`src/rtl/payment_collector.sv`:
```
// Payment collector: latches a price, accumulates coins/notes, hands change or refund to the dispenser.
// Optional inactivity timeout in COLLECT is enabled by defining PAYMENT_TIMEOUT_EN.
//
// state       | meaning
// IDLE        | waiting for a valid price strobe
// COLLECT     | accumulating inserts against the latched price
// DISPENSE    | moneyToGive presents change/refund for this one cycle
// WAIT_DONE   | waiting for the dispenser's done pulse
// COMPLETE    | sale/refund pulse, insert total cleared
module payment_collector #(
  parameter int MAX_INSERT     = 30,
  parameter int TIMEOUT_CYCLES = 1000
) (
  input  logic       clock,
  input  logic       reset,
  input  logic [4:0] price,
  input  logic       priceValid,
  input  logic       coin2In,
  input  logic       note10In,
  input  logic       note20In,
  input  logic       cancel,
  input  logic       dispenseDone,
  output logic [4:0] moneyToGive,
  output logic [5:0] inserted,
  output logic       insertReject,
  output logic       priceError,
  output logic       saleDone,
  output logic       refundDone,
  output logic       busy,
  output logic [2:0] state
);

  typedef enum logic [2:0] {
    S_IDLE      = 3'd0,
    S_COLLECT   = 3'd1,
    S_DISPENSE  = 3'd2,
    S_WAIT_DONE = 3'd3,
    S_COMPLETE  = 3'd4
  } state_e;

  localparam logic [6:0] MAX_W = 7'(MAX_INSERT);

  state_e     state_q, state_d;
  logic [4:0] price_q, price_d;
  logic [5:0] inserted_q, inserted_d;
  logic [4:0] change_q, change_d;
  logic       sale_q, sale_d;
  logic [4:0] money_q;
  logic       reject_q, reject_d;
  logic       perr_q, perr_d;
  logic       sale_done_q, refund_done_q, busy_q;

  logic       any_ins, multi_ins, accept, timeout;
  logic [1:0] n_ins;
  logic [5:0] ins_val;
  logic [6:0] sum;
  logic       price_legal;

  assign n_ins       = {1'b0, coin2In} + {1'b0, note10In} + {1'b0, note20In};
  assign any_ins     = |n_ins;
  assign multi_ins   = n_ins > 2'd1;
  assign ins_val     = coin2In ? 6'd2 : (note10In ? 6'd10 : 6'd20);
  assign sum         = {1'b0, inserted_q} + {1'b0, ins_val};
  assign price_legal = (price != 5'd0) && !price[0] && (price <= 5'd28);

`ifdef PAYMENT_TIMEOUT_EN
  localparam int TW = $clog2(TIMEOUT_CYCLES + 1);
  logic [TW-1:0] tmr_q, tmr_d;

  // Any cancel or insert attempt outranks the timeout in the same cycle.
  assign timeout = (state_q == S_COLLECT) && (tmr_q == TW'(TIMEOUT_CYCLES)) &&
                   !cancel && !any_ins;

  always_comb begin
    tmr_d = '0;
    if (state_q == S_COLLECT && !accept) begin
      tmr_d = (tmr_q == TW'(TIMEOUT_CYCLES)) ? tmr_q : tmr_q + 1'b1;
    end
  end

  always_ff @(posedge clock or posedge reset) begin
    if (reset) tmr_q <= '0;
    else       tmr_q <= tmr_d;
  end
`else
  assign timeout = 1'b0;
`endif

  always_comb begin
    state_d    = state_q;
    price_d    = price_q;
    inserted_d = inserted_q;
    change_d   = change_q;
    sale_d     = sale_q;
    reject_d   = 1'b0;
    perr_d     = 1'b0;
    accept     = 1'b0;
    case (state_q)
      S_IDLE: begin
        reject_d = any_ins;
        if (priceValid) begin
          if (price_legal) begin
            price_d    = price;
            inserted_d = '0;
            state_d    = S_COLLECT;
          end else begin
            perr_d = 1'b1;
          end
        end
      end
      S_COLLECT: begin
        if (cancel || timeout) begin
          change_d = inserted_q[4:0];
          sale_d   = 1'b0;
          reject_d = any_ins;
          state_d  = S_DISPENSE;
        end else if (multi_ins) begin
          reject_d = 1'b1;
        end else if (any_ins) begin
          if (sum > MAX_W) begin
            reject_d = 1'b1;
          end else begin
            accept     = 1'b1;
            inserted_d = sum[5:0];
            if (sum >= {2'b00, price_q}) begin
              change_d = 5'(sum - {2'b00, price_q});
              sale_d   = 1'b1;
              state_d  = S_DISPENSE;
            end
          end
        end
      end
      S_DISPENSE:  state_d = (change_q != 5'd0) ? S_WAIT_DONE : S_COMPLETE;
      S_WAIT_DONE: begin
        reject_d = any_ins;
        if (dispenseDone) state_d = S_COMPLETE;
      end
      S_COMPLETE: begin
        inserted_d = '0;
        state_d    = S_IDLE;
      end
      default: begin
        inserted_d = '0;
        state_d    = S_IDLE;
      end
    endcase
  end

  always_ff @(posedge clock or posedge reset) begin
    if (reset) begin
      state_q       <= S_IDLE;
      price_q       <= '0;
      inserted_q    <= '0;
      change_q      <= '0;
      sale_q        <= 1'b0;
      money_q       <= '0;
      reject_q      <= 1'b0;
      perr_q        <= 1'b0;
      sale_done_q   <= 1'b0;
      refund_done_q <= 1'b0;
      busy_q        <= 1'b0;
    end else begin
      state_q       <= state_d;
      price_q       <= price_d;
      inserted_q    <= inserted_d;
      change_q      <= change_d;
      sale_q        <= sale_d;
      // Amount is nonzero only while in DISPENSE so the dispenser loads it once.
      money_q       <= (state_d == S_DISPENSE) ? change_d : 5'd0;
      reject_q      <= reject_d;
      perr_q        <= perr_d;
      sale_done_q   <= (state_d == S_COMPLETE) && sale_d;
      refund_done_q <= (state_d == S_COMPLETE) && !sale_d;
      busy_q        <= (state_d != S_IDLE);
    end
  end

  assign moneyToGive  = money_q;
  assign inserted     = inserted_q;
  assign insertReject = reject_q;
  assign priceError   = perr_q;
  assign saleDone     = sale_done_q;
  assign refundDone   = refund_done_q;
  assign busy         = busy_q;
  assign state        = state_q;

endmodule
```
`config.mk`:
```
export PLATFORM = sky130hd
export DESIGN_NAME = payment_collector
export DESIGN_NICKNAME = d
export VERILOG_FILES = /design/src/rtl/payment_collector.sv
export SDC_FILE = /design/constraint.sdc
export NUM_CORES = 1
export LEC_CHECK = 0
export ABC_AREA = 0
export CORE_AREA = 2 2 61 63
export DETAILED_ROUTE_END_ITERATION = 7
export DIE_AREA = 0 0 63 65
export MAX_ROUTING_LAYER = met4
export PLACE_DENSITY = 0.76
export SETUP_SLACK_MARGIN = 0.2
export SLEW_MARGIN = 15
export SYNTH_ARGS = -nofsm -noshare
export SYNTH_HDL_FRONTEND = slang
export SYNTH_SLANG_ARGS = --single-unit
```
`constraint.sdc`:
```
create_clock -name clock -period 3.3 [get_ports clock]
set_clock_uncertainty 0.1 [all_clocks]
set_input_delay 0.66 -clock clock [delete_from_list [all_inputs] [get_ports clock]]
set_output_delay 0.66 -clock clock [all_outputs]
set_load 0.05 [all_outputs]
```
==> results of run 1 <==
where the power goes:
part	total, mW	switching [mW]	internal, mW
clock network	0.247	0.124	0.123
logic	1.65	0.901	0.749
registers	0.585	0.113	0.472
metal layers:
metal | track usage | share of wire | vias up
met3 | 0.06076 | 0.057 | 9
met4 | 0.1000 | 0.018 | 0
met2 | 0.3710 | 0.53 | 70
li1 | - | - | 742
met1 | 0.2726 | 0.40 | 796
met5 | - | 0 | -
placed cells by master (no fill, tap or decap), types with 4 or more instances in the layout:
cell type	n
dfrtp_1	29
clkdlybuf4s50_1	28
buf_4	27
nor2_1	16
inv_1	15
nand2_1	14
a21oi_1	10
clkbuf_4	5
mux2_2	4
a32o_1	4
ha_1	4
how the worst max path moves through the flow:
stage          slack, ns  depth (start not counted)     start                       end
6_report            0.19                         14  note10In     change_q[2]$_DFF_PP0_
4_1_cts             0.21                         14  note10In     change_q[4]$_DFF_PP0_
5_1_grt             0.12                         14  note10In     change_q[2]$_DFF_PP0_
3_3_place_gp       -0.46                         14   coin2In     change_q[4]$_DFF_PP0_
3_5_place_dp       -0.61                         14  note10In     change_q[4]$_DFF_PP0_
2_1_floorplan       0.22                         11  note10In  moneyToGive[3]$_DFF_PP0_
cells by family (layout without fill, tap and decap cells):
| kind of cell | count (synthesis) | in the layout |
|---|---|---|
| simple gates | 58 | 58 |
| buf+inv | 20 | 82 |
| fa+ha+maj | 10 | 10 |
| flops | 29 | 29 |
| xor+xnor | 6 | 6 |
| other cells | 1 | 1 |
| compound gates | 44 | 44 |
| mux | 4 | 4 |
worst max-delay path: cells and delay by family:
family | cells | cell delay [ns]
simple gates | 3 | 0.83
fa+ha+maj | 2 | 0.53
compound gates | 4 | 0.60
buf+inv | 4 | 0.47
xor+xnor | 1 | 0.16
sequential cells by signal, summed over array words and instances, names as in the netlist:
signal	flops
busy	1
change_q	5
insertReject	1
inserted	5
moneyToGive	5
priceError	1
price_q	5
refundDone	1
saleDone	1
sale_q	1
state	3
cell type report:
cell class	instances	area [µm²]	share of cell area
multi-input cells	123	1018	0.4149
flip-flops and latches	29	725.7	0.2956
clock inverters	1	5.005	0.002039
well taps	48	60.06	0.02446
inverters	15	56.30	0.02294
repair buffers	59	524.3	0.2136
clock buffers	7	65.06	0.02650
stage by stage:
step	total power [mW]	setup TNS [ns]	hold slack (ns)
floorplan	1.444	0	0.3152
global placement	1.904	-4.802	0.3331
detailed placement	1.958	-6.304	0.3376
CTS	2.262	0	0.3535
global route	2.626	0	0.4022
finish	2.483	0	0.3554
timing repair:
action                                  CTS  global route
pin swaps                                 7             9
endpoints found under the setup margin   13            12
setup buffers                             5             4
gates resized for setup                  14            19
gates cloned                              0             0
==> flow_metrics.py, run 1 <==
metrics = {
    "synth": {
        "postSynthCellCount": 172,
        "yosysWarningCount": 0,
        "synthFlopType": "dfrtp_1",
        "syn_area_mm2": 0.001689,
        "synth-seq-cells": 29,
        "synth_top_cell_area_share": 0.4296,
        "syn-num-nets": 195,
        "synth-async-reset-ratio": 1.000,
        "synth_common_cells": "dfrtp_1 (29), nor2_1 (19), inv_1 (15)",
        "yosysTopAreaCell": "dfrtp_1",
        "synth_area_leaders": "dfrtp_1 (43%), ha_1 (5.9%), nor2_1 (4.2%)",
        "synth_compound_area_frac": 0.2052,
        "yosysUniqueCellTypes": 47,
        "yosysMostFrequentCell": "dfrtp_1",
        "synth-xor-area-share": 0.03111,
        "synth_edf_count": 0,
        "synth-simple-area-share": 0.1748,
        "synthMuxAreaShare": 0.02667,
        "synth_fa_ha_area_frac": 0.08296,
        "synth-seq-area-share": 0.4296,
        "avgSynthCellArea_um2": 9.820,
        "synth_top_family_by_area": "compound AO/OA/AOI/OAI gates",
    },
    "detailed_routing": {
        "dr.first_iter.drc_count": 99,
        "drtAntennaViolNets": 0,
        "drc_errors": 0,
        "routed_wl_mm": 4.568,
        "wire_per_inst_um": 16.20,
        "drtPass1Iterations": 4,
        "num_vias": 1617,
        "vias_per_cell": 5.734,
    },
    "final_layout": {
        "diodes": 0,
        "final_nets": 256,
        "final_area_mm2": 0.002455,
        "fillers": 267,
        "areaGrowthSynthToFinish_pct": 45.33,
        "fin_util": 0.7022,
        "layout-drive-gt1-share": 0.2991,
        "instances_no_fill": 282,
    },
    "worst_setup_path": {
        "path_cells": "buf_2 > nor2b_2 > ha_1 > inv_1 > o31ai_2 > xnor2_1 > ha_2 > buf_4 > nor3_4 > a2111oi_4 > a21boi_2 > buf_6 > or3b_2 > o311ai_1",
        "critPathKind": "input pin to flop",
        "r2r_start": "inserted[1]$_DFFE_PP0P_",
        "r2r_end": "change_q[2]$_DFF_PP0_",
        "crit_required_ns": 3.44,
        "r2r_slack_ns": 0.35,
        "r2r_cells": 12,
        "startpoint_type": "input pin",
        "cp_max_fo": 7,
        "slowest_stage": "or3b_2",
        "end_kind": "flop",
        "cp_slowest_stage_delay_ns": 0.45,
        "crit_arrival_ns": 3.24,
    },
    "timing": {
        "fin_ws_ns": 0.1933,
        "post-route-min-period_ns": 3.107,
        "post-route-period-util": 0.9414,
        "maxSlewViolCount": 0,
        "setup_viol_count_final": 0,
        "max_freq_mhz": 321.9,
        "grt_setup_unrepaired": "false",
        "timing_hold_violations_final": 0,
        "worst_pin_slew_ns": 0.5518,
        "slew_headroom": 0.6312,
    },
    "pwr": {
        "cellLeakagePower_nw": 1.072,
        "power_density_mw_per_mm2": 1011,
        "peakVddDrop_uv": 577.8,
    },
    "clock_network": {
        "clockRootBuffer": "clkbuf_4",
        "numCtsBuffers": 5,
        "cts_hold_buf": 0,
        "h-tree-depth": 2,
        "clock-sinks": 29,
        "clockBufferDepth": 2,
        "cts_tree": "built",
        "clk_latency_ns": 0.34,
        "clk_pin_slew_worst_paths_ns": 0.09,
    },
    "grt": {
        "gr-total-overflow": 0,
        "grt_pass1_wl_mm": 7.093,
        "grtUsageTotal": 0.2300,
        "grt_max_degree": 30,
        "antenna_found_initial": 0,
        "grt_pass1_vias": 1528,
    },
    "placed_design": {
        "dpl_cell_area_mm2": 0.002207,
        "dp_hpwl_mm": 3.163,
        "pre_cts_slack_ns": -0.6077,
        "port_buffers": 30,
        "place_congestion": 0.8945,
        "dp.cells": 265,
    },
    "worst_hold_path": {
        "worstHoldStart": "sale_q$_DFF_PP0_",
        "holdPathEnd": "refundDone$_DFF_PP0_",
        "min_path_cells": 1,
        "hold_path.class": "flop to flop",
    },
    "status": {
        "status": "finished, final reports clean",
    },
    "floorplan": {
        "core_area_mm2": 0.003496,
        "fp-row-count": 22,
        "num_io_pins": 32,
        "die-area_mm2": 0.004095,
        "initial_core_util": 0.4832,
        "die_y_um": 65,
        "fp.dieW_um": 63,
    },
    "job": {
        "maxCapViolCount": 0,
    },
}
(Power assumes the default switching activity.)
==> run 2: changes to the inputs <==
--- a/config.mk
+++ b/config.mk
@@ -6,9 +6,9 @@
 export NUM_CORES = 1
 export LEC_CHECK = 0
 export ABC_AREA = 0
-export CORE_AREA = 2 2 61 63
+export CORE_AREA = 2 2 56 69
 export DETAILED_ROUTE_END_ITERATION = 7
-export DIE_AREA = 0 0 63 65
+export DIE_AREA = 0 0 58 71
 export MAX_ROUTING_LAYER = met4
 export PLACE_DENSITY = 0.76
 export SETUP_SLACK_MARGIN = 0.2
==> constraint.sdc (replaced) <==
create_clock -name clock -period 2.95 [get_ports clock]
set_clock_uncertainty 0.1 [all_clocks]
set_input_delay 0.59 -clock clock [delete_from_list [all_inputs] [get_ports clock]]
set_output_delay 0.59 -clock clock [all_outputs]
set_load 0.05 [all_outputs]
==> run 2 against run 1 <==
Against the previous run: clock power rose by 47%; worst setup slack got worse by 0.13 ns; highest routed layer unchanged; core utilization rose by 6.2 points; largest cell class unchanged; wire length rose by 17%; count of clock-buffer cells in the layout did not move; design area rose by 8.4%; via count rose by 2.3%.
==> flow_metrics.py, run 2 (synthesized netlist as in run 1, its figures left out) <==
metrics = {
    "floorplan": {
        "die_y_um": 71,
        "die-area_mm2": 0.004118,
        "core_area_mm2": 0.003483,
        "initial_core_util": 0.4849,
        "fp.dieW_um": 58,
        "num_io_pins": 32,
        "fp-row-count": 24,
    },
    "timing": {
        "setup_viol_count_final": 0,
        "max_freq_mhz": 346.3,
        "worst_pin_slew_ns": 0.5846,
        "grt_setup_unrepaired": "true",
        "timing_hold_violations_final": 0,
        "maxSlewViolCount": 0,
        "slew_headroom": 0.6088,
        "fin_ws_ns": 0.06270,
        "post-route-period-util": 0.9787,
        "post-route-min-period_ns": 2.887,
        "worst_hold_slack_ns": 0.3820,
    },
    "grt": {
        "antenna_found_initial": 0,
        "grtUsageTotal": 0.2698,
        "grt_max_degree": 30,
        "grt_pass1_vias": 1684,
        "gr-total-overflow": 0,
        "grt_pass1_wl_mm": 8.066,
    },
    "worst_setup_path": {
        "startpoint_type": "input pin",
        "crit_arrival_ns": 3.01,
        "r2r_start": "inserted[3]$_DFFE_PP0P_",
        "crit_start": "coin2In",
        "cp_max_fo": 8,
        "end_kind": "flop",
        "r2r_cells": 12,
        "critPathKind": "input pin to flop",
        "crit_required_ns": 3.07,
    },
    "pwr": {
        "intPower_mw": 1.717,
        "p_comb_frac": 0.678,
        "cellLeakagePower_nw": 1.140,
        "clkPwrFrac": 0.114,
        "p_seq_frac": 0.208,
        "p_sw_mw": 1.466,
        "power_density_mw_per_mm2": 1196,
        "p_sw_frac": 0.4606,
        "peakVddDrop_uv": 896.4,
    },
    "status": {
        "status": "finished, final reports clean",
    },
    "clock_network": {
        "clockBufferDepth": 2,
        "clockRootBuffer": "clkbuf_8",
        "cts_hold_buf": 0,
        "clk_pin_slew_worst_paths_ns": 0.07,
        "clock-sinks": 29,
        "clk_latency_ns": 0.29,
        "numCtsBuffers": 5,
        "cts_tree": "built",
        "h-tree-depth": 2,
    },
    "detailed_routing": {
        "drtAntennaViolNets": 0,
        "wire_per_inst_um": 19.43,
        "routed_wl_mm": 5.364,
        "drc_errors": 0,
        "dr.first_iter.drc_count": 114,
        "vias_per_cell": 5.993,
        "num_vias": 1654,
        "drtPass1Iterations": 4,
    },
    "final_layout": {
        "areaGrowthSynthToFinish_pct": 57.56,
        "most-common-layout-cells": "buf_4 (29), dfrtp_1 (28), clkdlybuf4s50_1 (28)",
        "final_nets": 259,
        "final_area_mm2": 0.002661,
        "diodes": 0,
        "final_common_cell": "buf_4",
        "layout-drive-gt1-share": 0.3713,
        "fillers": 214,
        "fin_util": 0.7640,
    },
    "placed_design": {
        "port_buffers": 30,
        "dp_hpwl_mm": 3.329,
        "pre_cts_slack_ns": -0.7721,
        "dpl_cell_area_mm2": 0.002231,
        "place_congestion": 0.9013,
    },
    "worst_hold_path": {
        "min_path_cells": 1,
        "worstHoldStart": "sale_q$_DFF_PP0_",
        "hold_path.class": "flop to flop",
    },
    "job": {
        "maxCapViolCount": 0,
    },
}
==> run 2: path summary, 6_finish.rpt <==
path | slack (ns) | to
hold reg to reg | 0.38 | refundDone$_DFF_PP0_
setup / recovery | 0.06 | moneyToGive[1]$_DFF_PP0_
hold / removal | 0.38 | refundDone$_DFF_PP0_
min in group asynchronous | 0.57 | moneyToGive[1]$_DFF_PP0_
max in group asynchronous | 1.88 | inserted[1]$_DFFE_PP0P_
setup reg to reg | 0.14 | moneyToGive[1]$_DFF_PP0_
==> run 2: metrics by stage <==
stage                     TNS [ns]  power, mW  cells
after floorplan                  0      1.634    172
after global placement      -7.681      2.129    260
after detailed placement    -9.807      2.181    260
after CTS                        0      2.865    273
after global routing       -0.1707      3.352    276
final                            0      3.183    276
==> run 2: power by group through the flow <==
stage	Clock, mW	Combinational (mW)	Sequential (mW)
2_1_floorplan	0	0.795	0.838
3_3_place_gp	0	1.48	0.650
3_5_place_dp	0	1.53	0.655
4_1_cts	0.367	1.84	0.654
5_1_grt	0.383	2.29	0.680
6_report	0.363	2.16	0.664
==> run 2: layout make-up <==
class	count	area, µm²	share of cell area
Timing Repair Buffer	62	561.8	0.2111
Clock inverter	1	5.005	0.001881
Sequential cell	29	726.9	0.2732
Clock buffer	7	96.34	0.03620
Multi-Input combinational cell	123	1166	0.4382
Tap cell	39	48.80	0.01834
Inverter	15	56.30	0.02116
==> run 2: routing by layer <==
| layer | track usage | vias up | wire length, µm |
|---|---|---|---|
| met5 | - | - | 0 |
| met4 | 0.1059 | 0 | 219 |
| met3 | 0.05850 | 25 | 317 |
| met2 | 0.4722 | 80 | 2882 |
| met1 | 0.2918 | 805 | 1944 |
| li1 | - | 744 | - |
==> run 2: critical path, cell delays in order <==
cell       delay [ns]
buf_8            0.11
nor2_4           0.13
inv_2            0.06
ha_4             0.18
ha_1             0.22
nor2_2           0.15
xnor2_2          0.16
ha_4             0.22
nor3_4           0.05
a2111oi_4        0.35
a21boi_2         0.25
buf_6            0.15
buf_4            0.13
nand3b_1         0.11
a21oi_2          0.14
==> run 2: timing repair <==
item | in CTS | in global routing
setup endpoints to repair | 18 | 13
resized for setup | 40 | 24
pin swaps | 15 | 8
buffers inserted | 5 | 3
